--- src/rtl/multdiv_booth_seq_if.sv ---
// Signal bundle for the sequential Booth multiplier: the host-side
// request/response signals plus the time-shared execute-stage ALU hookup.
// The slave modport is the multiplier's view; master is the environment's.
interface multdiv_booth_seq_if;
  // Host request
  logic        ctrl_MULT;
  logic        ctrl_flush;
  logic [31:0] data_operandA;
  logic [31:0] data_operandB;
  // Host response
  logic [31:0] data_result;
  logic        data_exception;
  logic        data_resultRDY;
  logic        busy;
  // Shared ALU
  logic [31:0] alu_operandA;
  logic [31:0] alu_operandB;
  logic [4:0]  alu_opcode;
  logic [4:0]  alu_shiftamt;
  logic [31:0] alu_result;
  logic        alu_overflow;

  modport slave (
    input  ctrl_MULT, ctrl_flush, data_operandA, data_operandB,
    input  alu_result, alu_overflow,
    output data_result, data_exception, data_resultRDY, busy,
    output alu_operandA, alu_operandB, alu_opcode, alu_shiftamt
  );

  modport master (
    output ctrl_MULT, ctrl_flush, data_operandA, data_operandB,
    output alu_result, alu_overflow,
    input  data_result, data_exception, data_resultRDY, busy,
    input  alu_operandA, alu_operandB, alu_opcode, alu_shiftamt
  );
endinterface

--- src/rtl/multdiv_booth_seq.sv ---
// Multi-cycle signed 32x32 multiplier, radix-2 Booth, one step per clock.
// Borrows the execute-stage ALU for the add/subtract of each step and
// returns the low 32 product bits plus an overflow exception.
module multdiv_booth_seq #(
  parameter int N_STEPS = 32
) (
  input logic              clock,
  input logic              reset,
  multdiv_booth_seq_if.slave bus
);

  typedef enum logic [1:0] {
    IDLE = 2'd0,
    RUN  = 2'd1,
    DONE = 2'd2
  } state_t;

  localparam logic [4:0] OP_ADD = 5'b00000;
  localparam logic [4:0] OP_SUB = 5'b00001;

  state_t      state, state_nxt;
  logic [31:0] m;
  logic [31:0] p_hi;
  logic [31:0] p_lo;
  logic        q_m1;
  logic [5:0]  cnt;
  logic [31:0] result_q;
  logic        exception_q;

  logic [31:0] sum;
  logic        true_sign;
  logic [31:0] p_hi_nxt;
  logic [31:0] p_lo_nxt;
  logic        load;
  logic        last_step;
  logic        step;

  assign last_step = (cnt == 6'(N_STEPS - 1));
  assign step      = (state == RUN) && !bus.ctrl_flush;

  // Next-state decode and ALU drive for the current Booth step.
  always_comb begin
    // NOTE: every signal written here gets a default first so no latch is inferred.
    state_nxt        = state;
    load             = 1'b0;
    bus.alu_operandA = '0;
    bus.alu_operandB = '0;
    bus.alu_opcode   = OP_ADD;
    sum              = p_hi;
    true_sign        = p_hi[31];

    case (state)
      IDLE, DONE: begin
        if (bus.ctrl_flush) begin
          state_nxt = IDLE;
        end else if (bus.ctrl_MULT) begin
          load      = 1'b1;
          state_nxt = RUN;
        end else begin
          state_nxt = IDLE;
        end
      end
      RUN: begin
        bus.alu_operandA = p_hi;
        case ({p_lo[0], q_m1})
          2'b01: begin
            bus.alu_operandB = m;
            sum              = bus.alu_result;
            // Overflow flips the visible sign; xor recovers the 33rd bit.
            true_sign        = bus.alu_result[31] ^ bus.alu_overflow;
          end
          2'b10: begin
            bus.alu_operandB = m;
            bus.alu_opcode   = OP_SUB;
            sum              = bus.alu_result;
            true_sign        = bus.alu_result[31] ^ bus.alu_overflow;
          end
          default: ;
        endcase
        if (bus.ctrl_flush)  state_nxt = IDLE;
        else if (last_step)  state_nxt = DONE;
      end
      default: state_nxt = IDLE;
    endcase

    // 65-bit arithmetic shift right of {true_sign, sum, p_lo}.
    p_hi_nxt = {true_sign, sum[31:1]};
    p_lo_nxt = {sum[0], p_lo[31:1]};
  end

  // State register.
  always_ff @(posedge clock or posedge reset) begin
    // NOTE: sequential state uses non-blocking assignments only.
    if (reset) state <= IDLE;
    else       state <= state_nxt;
  end

  // Operand load and per-step partial-product update.
  always_ff @(posedge clock or posedge reset) begin
    if (reset) begin
      m    <= '0;
      p_hi <= '0;
      p_lo <= '0;
      q_m1 <= 1'b0;
      cnt  <= '0;
    end else if (load) begin
      m    <= bus.data_operandA;
      p_hi <= '0;
      p_lo <= bus.data_operandB;
      q_m1 <= 1'b0;
      cnt  <= '0;
    end else if (step) begin
      p_hi <= p_hi_nxt;
      p_lo <= p_lo_nxt;
      q_m1 <= p_lo[0];
      cnt  <= cnt + 6'd1;
    end
  end

  // Result capture on the final step; held until the next completion.
  always_ff @(posedge clock or posedge reset) begin
    if (reset) begin
      result_q    <= '0;
      exception_q <= 1'b0;
    end else if (step && last_step) begin
      result_q    <= p_lo_nxt;
      exception_q <= (p_hi_nxt != {32{p_lo_nxt[31]}});
    end
  end

  assign bus.alu_shiftamt   = '0;
  assign bus.busy           = (state == RUN);
  assign bus.data_resultRDY = (state == DONE);
  assign bus.data_result    = result_q;
  assign bus.data_exception = exception_q;

endmodule

--- src/flat_wrapper.sv ---
// flat-port wrapper written by rule: the top's interface ports become plain ports
module multdiv_booth_seq_flat 
#(
  parameter int N_STEPS = 32
)
  (clock, reset, bus_ctrl_MULT, bus_ctrl_flush, bus_data_operandA, bus_data_operandB, bus_alu_result, bus_alu_overflow, bus_data_result, bus_data_exception, bus_data_resultRDY, bus_busy, bus_alu_operandA, bus_alu_operandB, bus_alu_opcode, bus_alu_shiftamt);
  multdiv_booth_seq_if bus_i ();
  input logic clock;
  input logic reset;
  input wire logic [$bits(bus_i.ctrl_MULT)-1:0] bus_ctrl_MULT;
  input wire logic [$bits(bus_i.ctrl_flush)-1:0] bus_ctrl_flush;
  input wire logic [$bits(bus_i.data_operandA)-1:0] bus_data_operandA;
  input wire logic [$bits(bus_i.data_operandB)-1:0] bus_data_operandB;
  input wire logic [$bits(bus_i.alu_result)-1:0] bus_alu_result;
  input wire logic [$bits(bus_i.alu_overflow)-1:0] bus_alu_overflow;
  output wire logic [$bits(bus_i.data_result)-1:0] bus_data_result;
  output wire logic [$bits(bus_i.data_exception)-1:0] bus_data_exception;
  output wire logic [$bits(bus_i.data_resultRDY)-1:0] bus_data_resultRDY;
  output wire logic [$bits(bus_i.busy)-1:0] bus_busy;
  output wire logic [$bits(bus_i.alu_operandA)-1:0] bus_alu_operandA;
  output wire logic [$bits(bus_i.alu_operandB)-1:0] bus_alu_operandB;
  output wire logic [$bits(bus_i.alu_opcode)-1:0] bus_alu_opcode;
  output wire logic [$bits(bus_i.alu_shiftamt)-1:0] bus_alu_shiftamt;
  assign bus_i.ctrl_MULT = bus_ctrl_MULT;
  assign bus_i.ctrl_flush = bus_ctrl_flush;
  assign bus_i.data_operandA = bus_data_operandA;
  assign bus_i.data_operandB = bus_data_operandB;
  assign bus_i.alu_result = bus_alu_result;
  assign bus_i.alu_overflow = bus_alu_overflow;
  assign bus_data_result = bus_i.data_result;
  assign bus_data_exception = bus_i.data_exception;
  assign bus_data_resultRDY = bus_i.data_resultRDY;
  assign bus_busy = bus_i.busy;
  assign bus_alu_operandA = bus_i.alu_operandA;
  assign bus_alu_operandB = bus_i.alu_operandB;
  assign bus_alu_opcode = bus_i.alu_opcode;
  assign bus_alu_shiftamt = bus_i.alu_shiftamt;
  multdiv_booth_seq #(.N_STEPS(N_STEPS)) u_core (.clock(clock), .reset(reset), .bus(bus_i));
endmodule
--- config.mk ---
export PLATFORM = sky130hd
export DESIGN_NAME = multdiv_booth_seq_flat
export DESIGN_NICKNAME = d
export VERILOG_FILES = /design/src/rtl/multdiv_booth_seq_if.sv /design/src/rtl/multdiv_booth_seq.sv /design/src/flat_wrapper.sv
export SDC_FILE = /design/constraint.sdc
export NUM_CORES = 1
export LEC_CHECK = 0
export CELL_PAD_IN_SITES_DETAIL_PLACEMENT = 1
export CELL_PAD_IN_SITES_GLOBAL_PLACEMENT = 1
export CORE_MARGIN = 3
export CORE_UTILIZATION = 38
export CTS_CLUSTER_DIAMETER = 40
export DETAILED_ROUTE_END_ITERATION = 6
export GPL_ROUTABILITY_DRIVEN = 1
export PLACE_DENSITY = 0.88
export SETUP_SLACK_MARGIN = 0.2
export SYNTH_ARGS = -nofsm -noshare
export SYNTH_HDL_FRONTEND = slang
export SYNTH_SLANG_ARGS = --single-unit
--- constraint.sdc ---
create_clock -name clock -period 11.9 [get_ports clock]
set_input_delay 3.57 -clock clock [delete_from_list [all_inputs] [get_ports clock]]
set_output_delay 3.57 -clock clock [all_outputs]
set_load 0.05 [all_outputs]
-- Word-level counts from Yosys, hierarchy flattened
Index checks and enable logic that the tools add are counted.
- add/sub/neg operators: 1
- eq/ne operators: 7
- multiplexer cells: 25
- bitwise operators: 1
- reductions and logical operators: 7
- operators by type and width (operator ; count):
    $mux W32 ; 9
    $ne A32 B32 Y1 ; 1
    $mux W6 ; 2
    $mux W1 ; 9
    $add A6 B1 Y6 const B ; 1
    $eq A6 B5 Y1 const B ; 1
    $mux W2 ; 3
    $mux W5 ; 1
    $eq A2 B1 Y1 const B ; 2
    $eq A2 B2 Y1 const B ; 2
    $pmux W2 S2 ; 1
    $reduce_or A2 Y1 ; 2
    $ne A3 B2 Y1 const B ; 1
    $logic_and A1 B1 Y1 ; 2
    $logic_not A2 Y1 ; 1
    $reduce_bool A2 Y1 ; 1
    $logic_not A1 Y1 ; 1
    $xor A1 B1 Y1 ; 1
- register bits after elaboration: 138
- output and inout port bits: 109
- logic and storage cells: 49

-- Longest topological paths before layout
- depth in word-level cells: 6
- gate-level depth with buffers: 9
- mapped depth without buffers: 7

-- Worst setup path before layout
Ideal clock, no wire load.
- kind: register to output
- start point: reg u_core.p_lo[0]
- end point: out bus_alu_operandB[0]
- data arrival time: 1.910 ns
- required time: 8.330 ns
- slack: 6.420 ns
- cell stages (with the launch flop): 7
- cell sequence: dfrtp_1 ha_1 nor3b_1 buf_2 buf_2 buf_2 and2_1
- cells in the longest elaborated chain, start to end: 4
- elaborated cells on any way between the ends: 5
- those cells by class: eq/ne (2); mux (2); reduce/logical (1)
- ends and longest elaborated chain (element ; RTL line ; text):
    from (decl) ; multdiv_booth_seq.sv:24 ; logic [31:0] p_lo;
    from (signal assigned) ; multdiv_booth_seq.sv:109 ; p_lo <= bus.data_operandB;
    from (signal assigned) ; multdiv_booth_seq.sv:114 ; p_lo <= p_lo_nxt;
    $eq A2 B1 Y1 / $eq A2 B2 Y1 (equally long branches) ; multdiv_booth_seq.sv:65 ; case ({p_lo[0], q_m1})
    $reduce_or A2 Y1 (no source line) * ; n/a ;
    $mux W32 * ; multdiv_booth_seq.sv:65 ;
    $mux W32 * ; multdiv_booth_seq.sv:52 ; case (state)
    to (decl) ; flat_wrapper.sv:21 ; output wire logic [$bits(bus_i.alu_operandB)-1:0] bus_alu_operandB;
Mark *: on every way between the ends. The rest lies on a longest branch, timed or not.

-- Worst setup path after layout
- start point: reg u_core.p_lo[0]
- end point: out bus_alu_operandB[17]
Same word-level chain as after synthesis.

==> impl_metrics.tcl <==
set metrics [dict create \
    outcome "completed" \
    tightest_slew_ns 1.22 \
    wl_per_cell_um 19.6 \
    cp_slowest_stage_delay_ns 0.82 \
    finalNetCount 890 \
    num_io_pins 210 \
    drcViolationCount 0 \
    ir_drop_mv 0.130 \
    finalHoldViolCount 0 \
    yosysSeqAreaShare 0.529 \
    end_kind "primary output" \
    grtUsageTotal 0.215 \
    clock_tree.root_cell "clkbuf_16" \
    r2r_cells 3 \
    layout_common_cells "clkdlybuf4s50_1 (200), dfrtp_1 (138), nand2_1 (94)" \
    hp-start "u_core.m[0]" \
    clock-sinks 138 \
    critPathKind "flip-flop to primary output" \
    p_total_mw 1.54 \
    fmax_mhz 150 \
    p_leak_nw 3.97 \
    die_x_um 137 \
    synth.lib_cells_used.distinct 39 \
    ctsHoldBuffers 0 \
    fill_cells 1790 \
    regArea_um2 3450 \
    antenna_found_initial 0 \
    worstPathRequired_ns 8.33 \
    min_period_ns 6.67 \
    avgSynthCellArea_um2 10.9 \
    slew-limit-headroom 0.189 \
    synth_area_um2 6530 \
    firstDrtPassIters 4 \
    synth_edf_count 0 \
    post_cts.repair.setup_buffers 0 \
    coreArea_um2 16700 \
    hold_end "u_core.m[0]" \
    grt_pass1_wl_um 31500 \
    die-height_um 137 \
    start_kind "flip-flop" \
    clock_path_buffers 2 \
    drtIter0Drc 210 \
    dp_hpwl_um 13800 \
    synth_flop_cell "dfrtp_1" \
    setup_tns_ns 0 \
    path_cells "ha_1, nor3b_2, buf_4, and2_1, clkdlybuf4s50_1" \
    r2r-start "u_core.state[0]" \
    initial_utilization 0.391 \
    rsz0062_at_grt "no" \
    netlist_instances 600 \
    vias 5345 \
    floorplan.rows 47 \
    path_clk_slew_ns 0.06 \
    cts_resized 0 \
    multi_input_area_um2 2880 \
    grt_max_degree 77 \
    post-route-period-util 0.560 \
    syn2layout_area_growth_pct 42.8 \
    insertion_delay_ns 0.42 \
    whs_path_depth 1 \
    wl_um 20000 \
    max-cap-violations 0 \
    cts_tree "built" \
    ys_ff_latch 138 \
    regToRegEndpoint "u_core.p_hi[22]" \
    numCtsBuffers 17 \
    drive_above_1_share 0.134 \
    ant_nets 0 \
    final_common_cell "clkdlybuf4s50_1" \
    pwr_density_cell_nw_per_um2 166 \
    dieArea_um2 18800 \
    skew_ns 0.00988 \
    rrSetupSlack_ns 8.94 \
    overflow 0 \
    ctsHtreeMaxLevel 4 \
    portBuffers 200 \
    crit_slowest_cell "clkdlybuf4s50_1" \
    vias_per_cell 5.24 \
    slew_viol_final 0 \
    yosysWarningCount 0 \
    synth-async-reset-ratio 1.00 \
    worstHoldPathType "flip-flop to flip-flop" \
    gp_congestion 0.813 \
    cp_max_fo 70 \
    arrival_ns 3.10 \
    setup_violations 0 \
    grt_pass1_vias 5893 \
]
-- critical path, delay by kind of cell, from the launching register on --
family                     cells  cell delay (ns)
adders and majority gates      1             0.31
and+or+nand+nor                2             0.41
buffers and inverters          2             1.51
DFF                            1             0.40
-- per-stage QoR --
step | hold slack, ns | utilization | cells | setup slack (ns) | area [um^2]
after CTS | 0.501 | 0.558 | 1019 | 5.20 | 9320
final | 0.494 | 0.558 | 1020 | 5.23 | 9320
after detailed placement | 0.481 | 0.519 | 988 | 5.66 | 8670
after global routing | 0.511 | 0.558 | 1019 | 5.05 | 9320
after floorplan | 0.462 | - | 608 | 4.63 | 6560
after global placement | 0.474 | 0.519 | 988 | 5.73 | 8670
-- power by group --
| part | internal [mW] | total [mW] | switching (mW) |
|---|---|---|---|
| Combinational | 0.151 | 0.353 | 0.203 |
| Clock | 0.382 | 0.585 | 0.203 |
| Sequential | 0.541 | 0.605 | 0.0635 |
| Total | 1.07 | 1.54 | 0.469 |
-- logic make-up after synthesis --
logic type	synth area share
flip-flops	0.529
adder cells (fa/ha/maj)	0.00383
buffers and inverters	0.0378
multiplexers	0.161
AO/OA/AOI/OAI	0.0857
XOR/XNOR	0.00671
other	0.000574
AND/OR/NAND/NOR	0.176
-- metal layers --
metal  global-route usage  wire (um)
met5                    0          0
met4               0.0460        149
met3               0.0754       1410
met2                0.355       9880
met1                0.274       8550
-- area by class of cell --
type                       count  area share
sequential                   138       0.371
multi-input combinational    422       0.309
inverter                       2     0.00134
timing repair buffer         206       0.220
clock buffer                  20      0.0490
clock inverter                11      0.0208
tap                          220      0.0295
antenna                        1    0.000269
-- Yosys cell counts, drive strengths merged (3+ instances only) --
master | instances | share of area
mux2i | 34 | 0.052
nand4 | 17 | 0.016
nand3 | 5 | 0.0038
nor3b | 3 | 0.0052
nor4 | 15 | 0.014
dfrtp | 138 | 0.53
o21ai | 39 | 0.030
mux2 | 63 | 0.11
xor2 | 4 | 0.0054
a21o | 4 | 0.0046
and2 | 65 | 0.062
buf | 20 | 0.022
nand2 | 94 | 0.054
nor2 | 10 | 0.0058
a22oi | 30 | 0.035
o211ai | 3 | 0.0035
clkbuf | 26 | 0.015
a21oi | 7 | 0.0054
-- worst max path at each step --
| stage | from | end | slack (ns) | cells past startpoint |
|---|---|---|---|---|
| 2_1_floorplan | reset | u_core.bus.data_exception | 4.63 | 1 |
| 3_3_place_gp | bus_ctrl_flush | u_core.bus.data_result[30] | 5.73 | 7 |
| 3_5_place_dp | u_core.p_lo[0] | bus_alu_operandB[29] | 5.66 | 5 |
| 4_1_cts | u_core.p_lo[0] | bus_alu_operandB[29] | 5.20 | 5 |
| 5_1_grt | u_core.q_m1 | bus_alu_operandB[14] | 5.05 | 6 |
| 6_report | u_core.p_lo[0] | bus_alu_operandB[17] | 5.23 | 5 |
-- state kept, by name (all words and copies together), names as in the netlist --
signal                     cells
u_core.bus.data_exception      1
u_core.bus.data_result        32
u_core.cnt                     6
u_core.m                      32
u_core.p_hi                   32
u_core.p_lo                   32
u_core.q_m1                    1
u_core.state                   2
Power figures use the tool's default switching activity.
